--- src/rtl/pattern_sequencer.sv ---
// Scanline pixel-strobe generator plus frame-timed test-pattern selector for a colour bar generator.
// newpixel/visible_window are registered (one cycle after the divider hits); no backpressure, strobe-driven.
module pattern_sequencer #(
  parameter int PIXEL_DIV          = 10,
  parameter int H_START            = 120,
  parameter int FRAMES_PER_PATTERN = 150
) (
  input  logic       clk,
  input  logic       rst,
  input  logic       newline,
  input  logic       newframe,
  input  logic       line_active,
  input  logic       auto_en,
  input  logic       step,
  output logic       newpixel,
  output logic       visible_window,
  output logic [7:0] video_y,
  output logic [1:0] pattern_idx
);

  localparam logic [7:0]  DIV_LAST = 8'(PIXEL_DIV - 1);
  localparam logic [11:0] H_LAST   = 12'(H_START - 1);
  localparam logic [9:0]  F_LAST   = 10'(FRAMES_PER_PATTERN - 1);

  typedef enum logic [1:0] {S_WAIT, S_ACTIVE, S_DONE} state_t;

  state_t      state, state_nxt;
  logic [11:0] dly_cnt, dly_nxt;
  logic [7:0]  div_cnt, div_nxt;
  logic [8:0]  pix_cnt, pix_nxt;
  logic        pix_tick;
  logic        vis_en;
  logic [9:0]  frame_cnt;
  logic [1:0]  idx;
  logic        pending;
  logic        advance;

  // Line FSM: newline restarts the line from any state, aborting a running span.
  always_comb begin
    state_nxt = state;
    dly_nxt   = dly_cnt;
    div_nxt   = div_cnt;
    pix_nxt   = pix_cnt;
    pix_tick  = 1'b0;
    if (newline) begin
      state_nxt = S_WAIT;
      dly_nxt   = '0;
      div_nxt   = '0;
      pix_nxt   = '0;
    end else begin
      case (state)
        S_WAIT: begin
          if (dly_cnt == H_LAST) begin
            state_nxt = S_ACTIVE;
            div_nxt   = '0;
          end else begin
            dly_nxt = dly_cnt + 12'd1;
          end
        end
        S_ACTIVE: begin
          if (div_cnt == DIV_LAST) begin
            div_nxt  = '0;
            pix_tick = 1'b1;
            pix_nxt  = pix_cnt + 9'd1;
            if (pix_cnt == 9'd255) state_nxt = S_DONE;
          end else begin
            div_nxt = div_cnt + 8'd1;
          end
        end
        default: ;
      endcase
    end
  end

  // vis_en resets low so a released reset produces no strobes until a newline re-arms it.
  always_ff @(posedge clk or posedge rst) begin
    if (rst) begin
      state          <= S_WAIT;
      dly_cnt        <= '0;
      div_cnt        <= '0;
      pix_cnt        <= '0;
      vis_en         <= 1'b0;
      newpixel       <= 1'b0;
      visible_window <= 1'b0;
    end else begin
      state          <= state_nxt;
      dly_cnt        <= dly_nxt;
      div_cnt        <= div_nxt;
      pix_cnt        <= pix_nxt;
      if (newline) vis_en <= line_active;
      newpixel       <= pix_tick & vis_en;
      visible_window <= (state == S_ACTIVE) & vis_en & ~newline;
    end
  end

  // A step arriving with newframe is folded into that same boundary.
  assign advance = newframe & (pending | step | (auto_en & (frame_cnt == F_LAST)));

  always_ff @(posedge clk or posedge rst) begin
    if (rst) begin
      idx       <= '0;
      pending   <= 1'b0;
      frame_cnt <= '0;
    end else if (advance) begin
      idx       <= idx + 2'd1;
      pending   <= 1'b0;
      frame_cnt <= '0;
    end else begin
      if (step) pending <= 1'b1;
      if (newframe && auto_en) frame_cnt <= frame_cnt + 10'd1;
    end
  end

  assign pattern_idx = idx;
  assign video_y     = {idx[1], idx[0], 6'b0};

endmodule

--- config.mk ---
export PLATFORM = sky130hd
export DESIGN_NAME = pattern_sequencer
export DESIGN_NICKNAME = d
export VERILOG_FILES = /design/src/rtl/pattern_sequencer.sv
export SDC_FILE = /design/constraint.sdc
export NUM_CORES = 1
export LEC_CHECK = 0
export CAP_MARGIN = 20
export CORE_ASPECT_RATIO = 1.25
export CORE_UTILIZATION = 60
export DETAILED_ROUTE_END_ITERATION = 7
export MAX_ROUTING_LAYER = met4
export PLACE_DENSITY = 0.82
export SYNTH_ARGS = -nofsm -noshare
export SYNTH_HDL_FRONTEND = slang
export SYNTH_SLANG_ARGS = --single-unit
export TNS_END_PERCENT = 30
--- constraint.sdc ---
create_clock -name clk -period 4.32 [get_ports clk]
set_clock_uncertainty 0.15 [all_clocks]
set_input_delay 0.648 -clock clk [delete_from_list [all_inputs] [get_ports clk]]
set_output_delay 0.648 -clock clk [all_outputs]
set_load 0.01 [all_outputs]
==> results of run 1 <==
power groups by stage:
stage               combinational [mW]  sequential [mW]  clock [mW]
floorplan                       0.0785            0.489           0
global placement                 0.117            0.489           0
detailed placement               0.120            0.489           0
CTS                              0.121            0.481       0.280
global route                     0.136            0.484       0.294
finish                           0.121            0.480       0.267
state kept, by name (all words and copies together) (netlist names):
signal          cells
state               2
frame_cnt          10
vis_en              1
pattern_idx         2
dly_cnt            12
visible_window      1
newpixel            1
pending             1
pix_cnt             9
div_cnt             8
kinds of logic after synthesis:
family	after synthesis	synth area share, %
DFF	47	47.6
adders and majority gates	7	3.55
other	1	0.152
and+or+nand+nor	107	24.3
xor gates and xnor gates	24	8.51
muxes	3	1.27
buffers and inverters	24	5.37
AOI/OAI and AO/OA	33	9.22
cell type report:
class	count	area, um2	share of cell area (%)
Timing Repair Buffer	14	148	5.48
Inverter	9	33.8	1.25
Clock buffer	6	82.6	3.07
Clock inverter	1	5.00	0.186
Multi-Input combinational cell	180	1180	43.8
Sequential cell	47	1180	43.7
Tap cell	54	67.6	2.51
worst min-delay path by stage:
stage / endpoint / slack [ps] / cells past startpoint
6_report: vis_en / 350 / 2
5_1_grt: frame_cnt[2] / 370 / 2
4_1_cts: vis_en / 350 / 2
3_5_place_dp: vis_en / 330 / 2
3_3_place_gp: vis_en / 330 / 2
2_1_floorplan: vis_en / 310 / 2
Yosys cell counts (4+ instances only):
cell type   n  area [um2]
nand2_1    16        60.1
a21oi_1    11        55.1
nand3_1    13        65.1
nor2_1     28         105
ha_1        7        87.6
and3_1      9        56.3
or3_1       4        25.0
xnor2_1     9        78.8
nand2b_1    4        25.0
dfrtp_1    47        1180
o21ai_0     4        20.0
xor2_1     15         131
inv_1       9        33.8
buf_4       9        67.6
nand4_1     7        43.8
metal layers:
layer  wire (um)  track usage, %  vias up  share of wire, %
met5           0               -        -                 0
met4         101            12.4        0               2.4
met3         138            4.93        9               3.3
met2        1990            34.5       33                47
met1        1970            26.6      864                47
li1            -               -      871                 -
layout by cell type, fill, tap and decap left out, types with 7 or more instances in the layout:
master	n
inv_1	8
nand3_1	13
nand2_1	16
xnor2_1	9
a21oi_1	11
clkdlybuf4s50_1	12
and3_1	9
nand4_1	7
dfrtp_1	47
ha_1	7
xor2_1	15
nor2_1	28
critical path: stages:
cell,delay [ps]
clkdlybuf4s50_1,540
nand4bb_1,120
o41ai_1,480
and2_1,440
xor2_1,170
==> flow_summary.json, run 1 <==
{
  "status": "finished, final reports clean",
  "die_h_um": 73.7,
  "post_cts_resized": 0,
  "r2r_slack_ps": 2070,
  "ys_seq_area_share_pct": 47.6,
  "switching_share_pct": 25.4,
  "comb_power_share_pct": 14.0,
  "grt_max_degree": 48,
  "p_int_uw": 648,
  "relSlewSlack_pct": 51.1,
  "drc": 0,
  "ir_worst_vdd_uv": 179,
  "clock_power_share_pct": 30.8,
  "yosysUniqueCellTypes": 49,
  "end_kind": "flip-flop",
  "io-pin-count": 19,
  "cts.sinks": 47,
  "leakage_nw": 1.21,
  "instances_no_fill": 311,
  "place.gp.congestion": 0.865,
  "post-route-util_pct": 70.0,
  "crit_start": "auto_en",
  "ctsHtreeMaxLevel": 2,
  "syn2layout_area_growth_pct": 9.02,
  "final_antenna_net_count": 0,
  "initial_core_util_pct": 64.2,
  "drv_cap": 0,
  "drt_first_pass_iters": 4,
  "syn_area_um2": 2470,
  "worstRegToRegCells": 6,
  "drv_slew": 0,
  "grt_util_all_layers_pct": 22.3,
  "gr-total-overflow": 0,
  "seqPwrFrac_pct": 55.3,
  "drt_iter0_drc": 121,
  "max_freq_mhz": 429,
  "crit_type": "input pin to flip-flop",
  "hp-class": "flip-flop to flip-flop",
  "dp_slack_ps": 1720,
  "placed_cell_area_um2": 2580,
  "numCtsBuffers": 5,
  "netlist_instances": 246,
  "ys.warnings.count": 0,
  "ys_async_sr_fraction_pct": 100,
  "fillers": 311,
  "hold-worst-slack_ps": 346,
  "timing.rr.end": "pix_cnt[7]",
  "cp_max_fo": 10,
  "num_rows": 25,
  "rsz0062_at_grt": "no",
  "grt_pass1_wl_mm": 7.09,
  "tightestPinTransition_ps": 733,
  "cp.required_ps": 4390,
  "dieWidth_um": 59.4,
  "reg2reg_from": "div_cnt[1]",
  "core_um2": 3850,
  "clock_latency_ps": 300,
  "finalWirelength_mm": 4.20,
  "setup_tns_ps": 0,
  "hold_start": "vis_en",
  "switchingPower_uw": 221,
  "wl_per_cell_um": 13.5,
  "powerDensity_nw_per_um2": 323,
  "port_buffers": 12,
  "clkTransAtPathRegs_ps": 80,
  "final_layout_size_suffix_gt1_share_pct": 6.23,
  "cts_tree": "built",
  "avgSynthCellArea_um2": 10.0,
  "fin_crit_sh_pct": 54.0,
  "fin_nets": 271,
  "via_per_inst": 5.71,
  "n_antenna_cell": 0,
  "die-area_um2": 4380,
  "start_kind": "input pin",
  "antenna_found_initial": 0,
  "critPathCapture": "pattern_idx[0]",
  "post-route-min-period_ps": 2330,
  "synth_ff_type": "dfrtp_1",
  "final.setup.worst_slack_ps": 1990,
  "vias": 1777,
  "clock_path_buffers": 2,
  "synth-edff-count": 0,
  "first_global_vias": 1714,
  "hpwlAfterDp_mm": 2.80,
  "p_total_uw": 869,
  "setup_viol": 0,
  "post_cts_buffers": 0,
  "ys_ff_latch": 47,
  "hold_viol_final": 0,
  "design_area_um2": 2690,
  "cts_root_buf": "clkbuf_8",
  "place_inst": 303,
  "worstPathArrival_ps": 2400,
  "ctsHoldBuffers": 0
}
(Power assumes the default switching activity.)
==> inputs of run 2 (changes only) <==
- CORE_UTILIZATION: 60 -> 52
- PLACE_DENSITY: 0.82 -> 0.75
- clock period: 4.32 -> 2.1 ns (I/O delays scaled with it)
==> run 2 against run 1 <==
  * Largest cell class unchanged
  * Critical path type is now flip-flop to flip-flop
  * Non-clock buffer count rose by 12
  * Hold slack got worse by 150 ps
  * Sequential cell count stayed put
  * Via count grew 2.0%
  * Global-route usage decreased by 1.1 points
  * Highest routed layer unchanged
==> flow_summary.json, run 2 (synthesized netlist as in run 1, its figures left out) <==
{
  "status": "finished, final reports clean",
  "cpPeakStageDelay_ps": 530,
  "timing.rr.end": "pix_cnt[7]",
  "cts_root_buf": "clkbuf_8",
  "n_antenna_cell": 0,
  "ctsHoldBuffers": 0,
  "place_inst": 320,
  "dieWidth_um": 63.6,
  "critPathCapture": "pix_cnt[7]",
  "clock_latency_ps": 300,
  "dp_slack_ps": 16.6,
  "cts_tree": "built",
  "die-area_um2": 5030,
  "p_total_mw": 1.94,
  "ir_worst_vdd_uv": 374,
  "hp-class": "input pin to asynchronous set/reset pin",
  "place.gp.congestion": 0.824,
  "clkTransAtPathRegs_ps": 90,
  "worstPathArrival_ps": 2030,
  "setup_tns_ps": 0,
  "end_kind": "flip-flop",
  "die_h_um": 79.1,
  "post-route-min-period_ps": 1950,
  "crit_start": "div_cnt[1]",
  "final_antenna_net_count": 0,
  "rsz0062_at_grt": "no",
  "post-route-util_pct": 63.0,
  "leakage_nw": 1.28,
  "num_rows": 27,
  "cp_max_fo": 6,
  "reg_top3": "dly_cnt (12), frame_cnt (10), pix_cnt (9)",
  "ctsHtreeMaxLevel": 2,
  "layout_commonest_cell": "dfrtp_1",
  "vias": 1812,
  "drt_iter0_drc": 134,
  "finalWirelength_mm": 4.56,
  "crit_type": "flip-flop to flip-flop",
  "hpwlAfterDp_mm": 3.19,
  "fin_crit_sh_pct": 93.0,
  "setup_viol": 0,
  "crit_family": "simple AND/OR/NAND/NOR gates",
  "instances_no_fill": 328,
  "powerDensity_nw_per_um2": 687,
  "cts.sinks": 47,
  "grt_util_all_layers_pct": 21.2,
  "fin_nets": 283,
  "hold_viol_final": 0,
  "drv_cap": 0,
  "port_buffers": 12,
  "reg2reg_from": "div_cnt[1]",
  "drv_slew": 0,
  "worstRegToRegCells": 6,
  "wl_per_cell_um": 13.9,
  "final.setup.worst_slack_ps": 147,
  "drt_first_pass_iters": 4,
  "start_kind": "flip-flop",
  "syn2layout_area_growth_pct": 14.6,
  "fillers": 403,
  "cpMaxStageDelayCell": "or4_1",
  "r2r_slack_ps": 150,
  "cp_num_buf_inv": 1,
  "largest_reg_flops": 12,
  "clock_path_buffers": 2,
  "numCtsBuffers": 5,
  "final_layout_size_suffix_gt1_share_pct": 11.9,
  "path_depth": 6,
  "final_cell_mix": "dfrtp_1 (47), nor2_1 (28), nand2_1 (16)",
  "top_register": "dly_cnt",
  "antenna_found_initial": 0,
  "drc": 0,
  "initial_core_util_pct": 55.0,
  "first_global_vias": 1849,
  "via_per_inst": 5.52,
  "grt_max_degree": 48,
  "max_freq_mhz": 512,
  "gr-total-overflow": 0,
  "grt_pass1_wl_mm": 8.16,
  "path_cells": "inv_1, ha_1, nor4b_4, nand3_2, or4_1, a21oi_1",
  "io-pin-count": 19,
  "cp.required_ps": 2180,
  "core_um2": 4490
}
[run 2: routing by layer]
metal  wire length, um  vias to the layer above  part of all wire (%)  global-route usage [%]
met5                 0                        -                     0                       -
met4                54                        0                   1.2                    5.91
met3                80                        5                   1.8                    3.59
met2              2350                       16                    51                    36.6
met1              2080                      890                    46                    25.3
li1                  -                      901                     -                       -
[run 2: stage by stage]
stage               hold slack [ps]  cell area, um2
floorplan                       231            2490
global placement                333            2700
detailed placement              357            2700
CTS                             215            2820
global route                    231            2830
finish                          201            2830
[run 2: layout make-up]
class	instances	area, um2	share of cell area (%)
Timing Repair Buffer	26	238	8.40
Sequential cell	47	1180	41.5
Clock inverter	3	47.5	1.68
Clock buffer	5	68.8	2.43
Multi-Input combinational cell	180	1190	42.2
Tap cell	58	72.6	2.56
Inverter	9	33.8	1.19
[run 2: report_power, final]
| part | total, mW | internal, mW | switching (mW) | leakage, nW |
|---|---|---|---|---|
| combinational | 0.275 | 0.148 | 0.127 | 0.582 |
| sequential | 0.986 | 0.944 | 0.0415 | 0.643 |
| clock | 0.683 | 0.361 | 0.322 | 0.0587 |
| total | 1.94 | 1.45 | 0.491 | 1.28 |
[run 2: timing repair]
action / in CTS / in global routing
setup endpoints to repair: 0 / 9
setup buffers: 0 / 0
resized for setup: 0 / 3
[run 2: worst min-delay path by stage]
stage	from	endpoint	slack (ps)	depth (start not counted)
final	rst	frame_cnt[3]	200	3
after global routing	rst	frame_cnt[3]	230	3
after CTS	rst	frame_cnt[3]	210	3
after detailed placement	pattern_idx[0]	pattern_idx[0]	360	1
after global placement	pattern_idx[1]	pattern_idx[1]	330	1
after floorplan	newframe	pending	230	1
[run 2: tightest hold or removal path, delay by kind of cell]
kind	cells	cell delay (ps)
buffers and inverters	3	720
==> inputs of run 3 (changes only) <==
- CAP_MARGIN: 20 -> default
- CORE_UTILIZATION: 52 -> 41
- PLACE_DENSITY: 0.75 -> 0.62
==> run 3 against run 2 <==
  * Fmax increased by 0.27%
  * Power increased by 5.5%
  * Sequential power about the same
  * Sequential cell count unchanged
  * Utilization decreased by 14 points
  * Routed wire length increased by 1.9%
  * Register-to-register slack about the same
  * Non-clock buffer count increased by 1
  * Hold slack got worse by 110 ps
  * Clock-buffer cell count increased by 1
  * Final area increased by 1.1%
  * Via count unchanged
  * Critical path type unchanged
  * Critical endpoint is now pix_cnt[8]
  * Largest cell class unchanged
==> flow_summary.json, run 3 (synthesized netlist as in run 1, its figures left out) <==
{
  "grt_pass1_wl_mm": 7.88,
  "syn2layout_area_growth_pct": 15.9,
  "top_register": "dly_cnt",
  "setup_viol": 0,
  "first_global_vias": 1748,
  "fillers": 545,
  "comb_power_share_pct": 13.7,
  "worstPathArrival_ps": 2020,
  "clkTransAtPathRegs_ps": 90,
  "initial_core_util_pct": 42.5,
  "switchingPower_uw": 481,
  "finalWirelength_mm": 4.65,
  "place.gp.congestion": 0.776,
  "antenna_found_initial": 0,
  "drv_cap": 0,
  "port_buffers": 12,
  "drt_iter0_drc": 109,
  "hp-class": "input pin to asynchronous set/reset pin",
  "switching_share_pct": 23.4,
  "regArea_um2": 1180,
  "num_rows": 31,
  "reg2reg_from": "div_cnt[1]",
  "die-area_um2": 6340,
  "use_met3_pct": 2.73,
  "hpwlAfterDp_mm": 3.27,
  "final_cell_mix": "dfrtp_1 (47), nor2_1 (28), nand2_1 (16)",
  "multi_input_area_um2": 1190,
  "gr-total-overflow": 0,
  "max_freq_mhz": 513,
  "fin_crit_sh_pct": 92.7,
  "drc": 0,
  "place_inst": 329,
  "seqPwrFrac_pct": 48.0,
  "start_kind": "flip-flop",
  "dieWidth_um": 71.4,
  "cts_tree": "built",
  "busiest_layer": "met2",
  "largest_reg_flops": 12,
  "post-route-min-period_ps": 1950,
  "end_kind": "flip-flop",
  "via_per_inst": 5.38,
  "layout_commonest_cell": "dfrtp_1",
  "vias": 1812,
  "cp.required_ps": 2170,
  "reg_top3": "dly_cnt (12), frame_cnt (10), pix_cnt (9)",
  "timing.rr.end": "pix_cnt[8]",
  "cp_max_fo": 7,
  "cts_root_buf": "clkbuf_8",
  "relSlewSlack_pct": 65.8,
  "drv_slew": 0,
  "crit_type": "flip-flop to flip-flop",
  "wl_per_cell_um": 13.8,
  "ctsHoldBuffers": 0,
  "io-pin-count": 19,
  "ir_worst_vdd_uv": 349,
  "drt_first_pass_iters": 4,
  "rsz0062_at_grt": "no",
  "fin_nets": 284,
  "clock_latency_ps": 300,
  "grt_max_degree": 40,
  "clock_path_buffers": 2,
  "r2r_slack_ps": 150,
  "ctsHtreeMaxLevel": 2,
  "tightestPinTransition_ps": 506,
  "final_antenna_net_count": 0,
  "cts.sinks": 47,
  "crit_start": "div_cnt[1]",
  "powerDensity_nw_per_um2": 717,
  "status": "finished, final reports clean",
  "clock_power_share_pct": 38.3,
  "worstRegToRegCells": 7,
  "n_antenna_cell": 0,
  "setup_tns_ps": 0,
  "grt_util_all_layers_pct": 16.3,
  "met1_usage_pct": 19.4,
  "hold_viol_final": 0,
  "p_int_mw": 1.57,
  "instances_no_fill": 337,
  "grtUsageMet2_pct": 27.8,
  "core_um2": 5820,
  "leakage_nw": 1.30,
  "post-route-util_pct": 49.2,
  "final_layout_size_suffix_gt1_share_pct": 11.8,
  "die_h_um": 88.8,
  "numCtsBuffers": 5
}
[run 3: cell types whose count changed in the layout (fill, tap and decap cells not counted), sizes merged]
cell,change
inv,-1
bufinv,+1
clkbuf,+1
buf,+1
clkinv,-1
[run 3: power by group through the flow]
stage               clock, mW  sequential, mW  combinational, mW
global placement            0            1.00              0.276
global route            0.835           0.991              0.310
CTS                     0.806           0.986              0.283
detailed placement          0            1.00              0.281
finish                  0.786           0.985              0.281
floorplan                   0            1.01              0.161
[run 3: timing repair]
item	CTS	global route
setup buffers	0	0
gates resized for setup	0	3
setup endpoints to repair	0	10
[run 3: how the worst max path moves through the flow]
| stage | endpoint | cells past startpoint |
|---|---|---|
| 2_1_floorplan | pix_cnt[5] | 7 |
| 3_3_place_gp | frame_cnt[5] | 6 |
| 3_5_place_dp | frame_cnt[4] | 6 |
| 4_1_cts | div_cnt[0] | 5 |
| 5_1_grt | div_cnt[5] | 7 |
| 6_report | pix_cnt[8] | 7 |
[run 3: stage by stage]
step | hold WS, ps | power (mW) | worst slack, ps | area (um2)
floorplan | 231 | 1.17 | 242 | 2490
global placement | 330 | 1.28 | 10.1 | 2720
detailed placement | 337 | 1.29 | 7.92 | 2720
CTS | 91.8 | 2.07 | 2.80 | 2850
global route | 113 | 2.14 | 32.6 | 2860
finish | 89.4 | 2.05 | 153 | 2860
[run 3: worst max-delay path, stage by stage, from the launching register on]
cell and delay (ps):
dfrtp_1 420, inv_1 70, ha_1 150, nor4b_4 260
nand3_2 200, buf_4 210, or2_2 270, a21oi_1 150
[run 3: metal layers]
| metal | part of all wire, % | up-vias |
|---|---|---|
| li1 | - | 897 |
| met1 | 48 | 874 |
| met2 | 48 | 32 |
| met3 | 2.4 | 9 |
| met4 | 1.7 | 0 |
| met5 | 0 | - |
[run 3: layout make-up]
| class | count | area share [%] |
|---|---|---|
| Inverter | 9 | 1.18 |
| Multi-Input combinational cell | 180 | 41.7 |
| Tap cell | 66 | 2.88 |
| Clock inverter | 2 | 2.10 |
| Clock buffer | 6 | 2.53 |
| Timing Repair Buffer | 27 | 8.57 |
| Sequential cell | 47 | 41.1 |
